<file path="src/rtl/rt_table_writer.sv">
// Runtime routing-row writer: builds a shadow row from config words and publishes it on COMMIT.
// Optional READ command and readback ports are enabled by defining RT_WRITER_READBACK_EN.
module rt_table_writer #(
  parameter int NODES_NUM = 9,
  parameter int ADDR_SIZE = 4,
  parameter int ADDR      = 0,
  parameter int PORTS_NUM = 4
) (
  input  logic                          clk,
  input  logic                          rst_n,
  input  logic                          cfg_valid,
  output logic                          cfg_ready,
  input  logic [2+2*ADDR_SIZE+4-1:0]    cfg_data,
  output logic [NODES_NUM*4-1:0]        table_row,
  output logic                          table_valid,
  output logic                          cfg_err
`ifdef RT_WRITER_READBACK_EN
  ,
  output logic                          rd_valid,
  output logic [3:0]                    rd_data
`endif
);

  localparam int CW    = 2 + 2*ADDR_SIZE + 4;
  localparam int CNT_W = (NODES_NUM > 1) ? $clog2(NODES_NUM) : 1;

  localparam logic [1:0] CMD_WRITE  = 2'b01;
  localparam logic [1:0] CMD_COMMIT = 2'b10;
  localparam logic [1:0] CMD_CLEAR  = 2'b11;
`ifdef RT_WRITER_READBACK_EN
  localparam logic [1:0] CMD_READ   = 2'b00;
`endif

  typedef enum logic [0:0] {
    S_IDLE  = 1'b0,
    S_CLEAR = 1'b1
  } state_t;

  state_t                   r_state;
  state_t                   w_next_state;
  logic [CNT_W-1:0]         r_clr_cnt;
  logic [NODES_NUM*4-1:0]   r_shadow;
  logic [NODES_NUM*4-1:0]   r_active;
  logic                     r_table_valid;
  logic                     r_cfg_err;

  logic [1:0]               w_cmd;
  logic [ADDR_SIZE-1:0]     w_node;
  logic [ADDR_SIZE-1:0]     w_dest;
  logic [3:0]               w_port;
  logic [31:0]              w_dest_idx;
  logic                     w_mine;
  logic                     w_accept;
  logic                     w_dest_ok;
  logic                     w_port_ok;
  logic                     w_clr_last;

  assign w_cmd      = cfg_data[CW-1 -: 2];
  assign w_node     = cfg_data[4+2*ADDR_SIZE-1 -: ADDR_SIZE];
  assign w_dest     = cfg_data[4+ADDR_SIZE-1 -: ADDR_SIZE];
  assign w_port     = cfg_data[3:0];
  assign w_dest_idx = 32'(w_dest);
  assign w_mine     = (32'(w_node) == ADDR);
  assign w_accept   = cfg_valid && cfg_ready;
  assign w_dest_ok  = (w_dest_idx < NODES_NUM);
  assign w_port_ok  = (32'(w_port) < PORTS_NUM);
  assign w_clr_last = (32'(r_clr_cnt) == NODES_NUM - 1);

  assign table_row   = r_active;
  assign table_valid = r_table_valid;
  assign cfg_err     = r_cfg_err;

`ifdef RT_WRITER_READBACK_EN
  logic       r_rd_valid;
  logic [3:0] r_rd_data;
  logic [3:0] w_shadow_sel;

  assign rd_valid = r_rd_valid;
  assign rd_data  = r_rd_data;

  always_comb begin
    w_shadow_sel = 4'hF;
    for (int d = 0; d < NODES_NUM; d++) begin
      if (w_dest_idx == d) w_shadow_sel = r_shadow[d*4 +: 4];
    end
  end
`endif

  always_ff @(posedge clk) begin
    if (!rst_n) r_state <= S_IDLE;
    else        r_state <= w_next_state;
  end

  // IDLE is the only state that reads cfg_valid, where ready is known to be high.
  always_comb begin
    w_next_state = r_state;
    cfg_ready    = 1'b0;
    case (r_state)
      S_IDLE: begin
        cfg_ready = 1'b1;
        if (cfg_valid && w_mine && (w_cmd == CMD_CLEAR)) w_next_state = S_CLEAR;
      end
      S_CLEAR: begin
        if (w_clr_last) w_next_state = S_IDLE;
      end
      default: w_next_state = S_IDLE;
    endcase
  end

  always_ff @(posedge clk) begin
    if (!rst_n) begin
      r_clr_cnt     <= '0;
      r_shadow      <= '1;
      r_active      <= '1;
      r_table_valid <= 1'b0;
      r_cfg_err     <= 1'b0;
`ifdef RT_WRITER_READBACK_EN
      r_rd_valid    <= 1'b0;
      r_rd_data     <= 4'hF;
`endif
    end else begin
      r_cfg_err <= 1'b0;
`ifdef RT_WRITER_READBACK_EN
      r_rd_valid <= 1'b0;
`endif
      case (r_state)
        S_IDLE: begin
          if (w_accept && w_mine) begin
            case (w_cmd)
              CMD_WRITE: begin
                if (w_dest_ok && w_port_ok) begin
                  for (int d = 0; d < NODES_NUM; d++) begin
                    if (w_dest_idx == d) r_shadow[d*4 +: 4] <= w_port;
                  end
                end else begin
                  r_cfg_err <= 1'b1;
                end
              end
              CMD_COMMIT: begin
                r_active      <= r_shadow;
                r_table_valid <= 1'b1;
              end
              CMD_CLEAR: r_clr_cnt <= '0;
`ifdef RT_WRITER_READBACK_EN
              CMD_READ: begin
                r_rd_valid <= 1'b1;
                if (w_dest_ok) begin
                  r_rd_data <= w_shadow_sel;
                end else begin
                  r_rd_data <= 4'hF;
                  r_cfg_err <= 1'b1;
                end
              end
`endif
              default: ;
            endcase
          end
        end
        S_CLEAR: begin
          // The active row keeps routing traffic while the shadow is swept.
          for (int d = 0; d < NODES_NUM; d++) begin
            if (32'(r_clr_cnt) == d) r_shadow[d*4 +: 4] <= 4'hF;
          end
          r_clr_cnt <= w_clr_last ? '0 : r_clr_cnt + CNT_W'(1);
        end
        default: ;
      endcase
    end
  end

endmodule

</file>
<file path="config.mk">
export PLATFORM = sky130hd
export DESIGN_NAME = rt_table_writer
export DESIGN_NICKNAME = d
export VERILOG_FILES = /design/src/rtl/rt_table_writer.sv
export SDC_FILE = /design/constraint.sdc
export NUM_CORES = 1
export LEC_CHECK = 0
export BUFFER_PORTS_ARGS = -buffer_cell sky130_fd_sc_hd__buf_2
export CORE_UTILIZATION = 29
export DETAILED_ROUTE_END_ITERATION = 12
export HOLD_SLACK_MARGIN = 0.02
export REMOVE_ABC_BUFFERS = 1
export SYNTH_ARGS = -nofsm -noshare
export SYNTH_HDL_FRONTEND = slang
export SYNTH_SLANG_ARGS = --single-unit
</file>
<file path="constraint.sdc">
create_clock -name clk -period 1.7 [get_ports clk]
set_input_delay 0.34 -clock clk [delete_from_list [all_inputs] [get_ports clk]]
set_output_delay 0.34 -clock clk [all_outputs]
set_load 0.01 [all_outputs]
</file>
==> results.yml <==
detailed_routing:
  wirelength_mm: 7.886
  drc_errors: 0
  first_iter_violations: 95
  routedWlPerCell_um: 13.81
  first_pass_iters: 4
  via_per_inst: 4.827
  ant_nets: 0
  vias: 2756
global_route:
  grt.overflow.total: 0
  grt_pass1_vias: 2701
  track_usage_pct: 14.51
  antenna_found_initial: 0
  grt_max_degree: 55
  grt_pass1_wl_mm: 13.04
final_layout:
  final_core_util_pct: 37.89
  fillCellCount: 1114
  stdcell_area_mm2: 0.004125
  area_growth_pct: 26.32
  diodes: 0
  multi_input_comb_area_mm2: 0.001585
  nets: 447
  regArea_mm2: 0.001582
  drive_gt1_share_pct: 27.38
die:
  die_area_mm2: 0.01169
  die_w_um: 108.1
  die_h_um: 108.1
  core.rowCount: 38
  start_util_pct: 29.99
  core_mm2: 0.01089
  ios: 56
sta:
  skew_ps: 6.081
  rsz0062_at_grt: "no"
  fin_crit_sh_pct: 94.28
  drv_slew: 0
  fmax_mhz: 623.9
  finalCriticalPeriod_ps: 1603
  worst_pin_slew_ps: 494.3
  setup_viol: 0
  relSlewSlack_pct: 67.05
  setup_slack_ps: 97.18
  hold_viol: 0
clocking:
  clkLatencyLatePin_ps: 360
  post_cts_buffers: 0
  cts_tree: "done"
  clock_sinks: 79
  cts_made_buffers: 9
  htreeDepth: 3
  clk_pin_slew_ps: 80
  cts_root_buf: "clkbuf_8"
  clk_path_buf_depth: 2
synthesis:
  yosys-top-cells-area: "dfxtp_1 (48%), nand2_1 (11%), nand3_1 (7.2%)"
  synth_top_area_share_pct: 48.43
  async_reset_ff_share_pct: 0
  synth_top_cell_by_area: "dfxtp_1"
  synth_seq_cells: 79
  synth_area_mm2: 0.003266
  synth_edf_count: 0
  synthTopCellsByCount: "nand2_1 (95), dfxtp_1 (79), nand3_1 (47)"
  synth_area_per_cell_um2: 9.173
  ys_seq_area_share_pct: 48.43
  syn_inst: 356
  post-synth-top-count-cell: "nand2_1"
  synth_ff_type: "dfxtp_1"
  synth_cell_types: 51
  synth_warnings: 0
critical_path:
  critPathLaunchType: "flip-flop"
  required_ps: 1360
  end_kind: "primary output"
  worstPathArrival_ps: 1260
  path_class: "flip-flop to primary output"
  worstPathMaxFanout: 19
pwr:
  power_w: 0.003803
  powerDensity_mw_per_mm2: 921.9
  leakage_nw: 1.741
  vdd_drop_max_v: 0.0003517
place:
  pre_cts_slack_ps: -4.366
  gp_congestion: 0.8622
  portBuffers: 55
  postPlaceCellArea_mm2: 0.003845
  hpwlAfterDp_mm: 5.860
flow_run:
  maxCapViolations: 0
run_status:
  outcome: "complete, no violations"
worst_hold_path:
  hold_class: "input port to flip-flop"
[routing by layer]
| metal | GRT usage [%] | up-vias | wire (um) |
|---|---|---|---|
| met1 | 18.69 | 1291 | 3772 |
| met2 | 23.02 | 51 | 3639 |
| met3 | 3.978 | 13 | 344 |
| met5 | 0 | - | 0 |
| li1 | - | 1401 | - |
| met4 | 5.479 | 0 | 130 |
[worst max-delay path, cell delays in order (launching register included)]
cell	delay [ps]
dfxtp_1	410
buf_6	210
inv_1	120
buf_2	160
[final timing paths]
kind	endpoint	slack, ps	cells past startpoint	startpoint
setup reg to reg	r_shadow[3]	130	5	r_state
setup / recovery	cfg_ready	100	3	r_state
hold reg to reg	r_shadow[30]	460	1	r_shadow[30]
hold / removal	r_shadow[6]	360	3	cfg_valid
[layout by cell type, fill, tap and decap left out, types with 2 or more instances in the layout]
master / n
nand2_1: 95
dfxtp_1: 79
buf_2: 55
nand3_1: 47
a21o_1: 21
a2bb2oi_1: 18
buf_4: 16
clkbuf_8: 10
nor2_1: 6
nand4b_1: 5
buf_12: 5
o21ai_0: 4
a31oi_1: 4
a31oi_2: 4
ha_1: 4
inv_1: 3
nand3_2: 3
or2_1: 3
nand2b_1: 3
nand4_1: 3
nor3_1: 3
bufinv_16: 3
nor4b_4: 2
o22ai_1: 2
o21a_1: 2
nor3_4: 2
clkinv_4: 2
buf_6: 2
[per-stage QoR]
step	TNS [ps]	cells	hold slack (ps)
final	0	571	364.8
after global routing	0	571	370.6
after CTS	0	571	343.8
after detailed placement	-4.366	555	442.4
after global placement	0	555	437.8
after floorplan	-26050	337	411.8
[registers in the layout, indices dropped and copies added (netlist names)]
signal       cells
r_shadow        36
table_row       36
r_clr_cnt        4
cfg_err          1
r_state          1
table_valid      1
[cell type report]
type / count / share of cell area [%]
Clock buffer: 10 / 3.336
Clock inverter: 6 / 2.821
Inverter: 3 / 0.2730
Multi-Input combinational cell: 255 / 38.43
Sequential cell: 79 / 38.34
Tap cell: 140 / 4.246
Timing Repair Buffer: 78 / 12.56
[what timing repair did]
action / 4_1_cts / 5_1_grt
hold buffers: 0 / 0
endpoints found under the setup margin: 0 / 8
hold endpoints to repair: 0 / 0
resized for setup: 0 / 5
[cells by family after synthesis]
logic type	after synthesis	synth area share [%]
compound gates	63	15.13
fa+ha+maj	4	1.533
buf+inv	22	3.601
flops	79	48.43
simple gates	188	31.30
[power breakdown]
| group | switching, W | internal [W] | total [W] |
|---|---|---|---|
| Clock | 0.000709 | 0.00103 | 0.00173 |
| Sequential | 0.00000367 | 0.00186 | 0.00186 |
| Combinational | 0.000122 | 0.0000874 | 0.000209 |
| Total | 0.000835 | 0.00297 | 0.00380 |
Power figures use the tool's default switching activity.
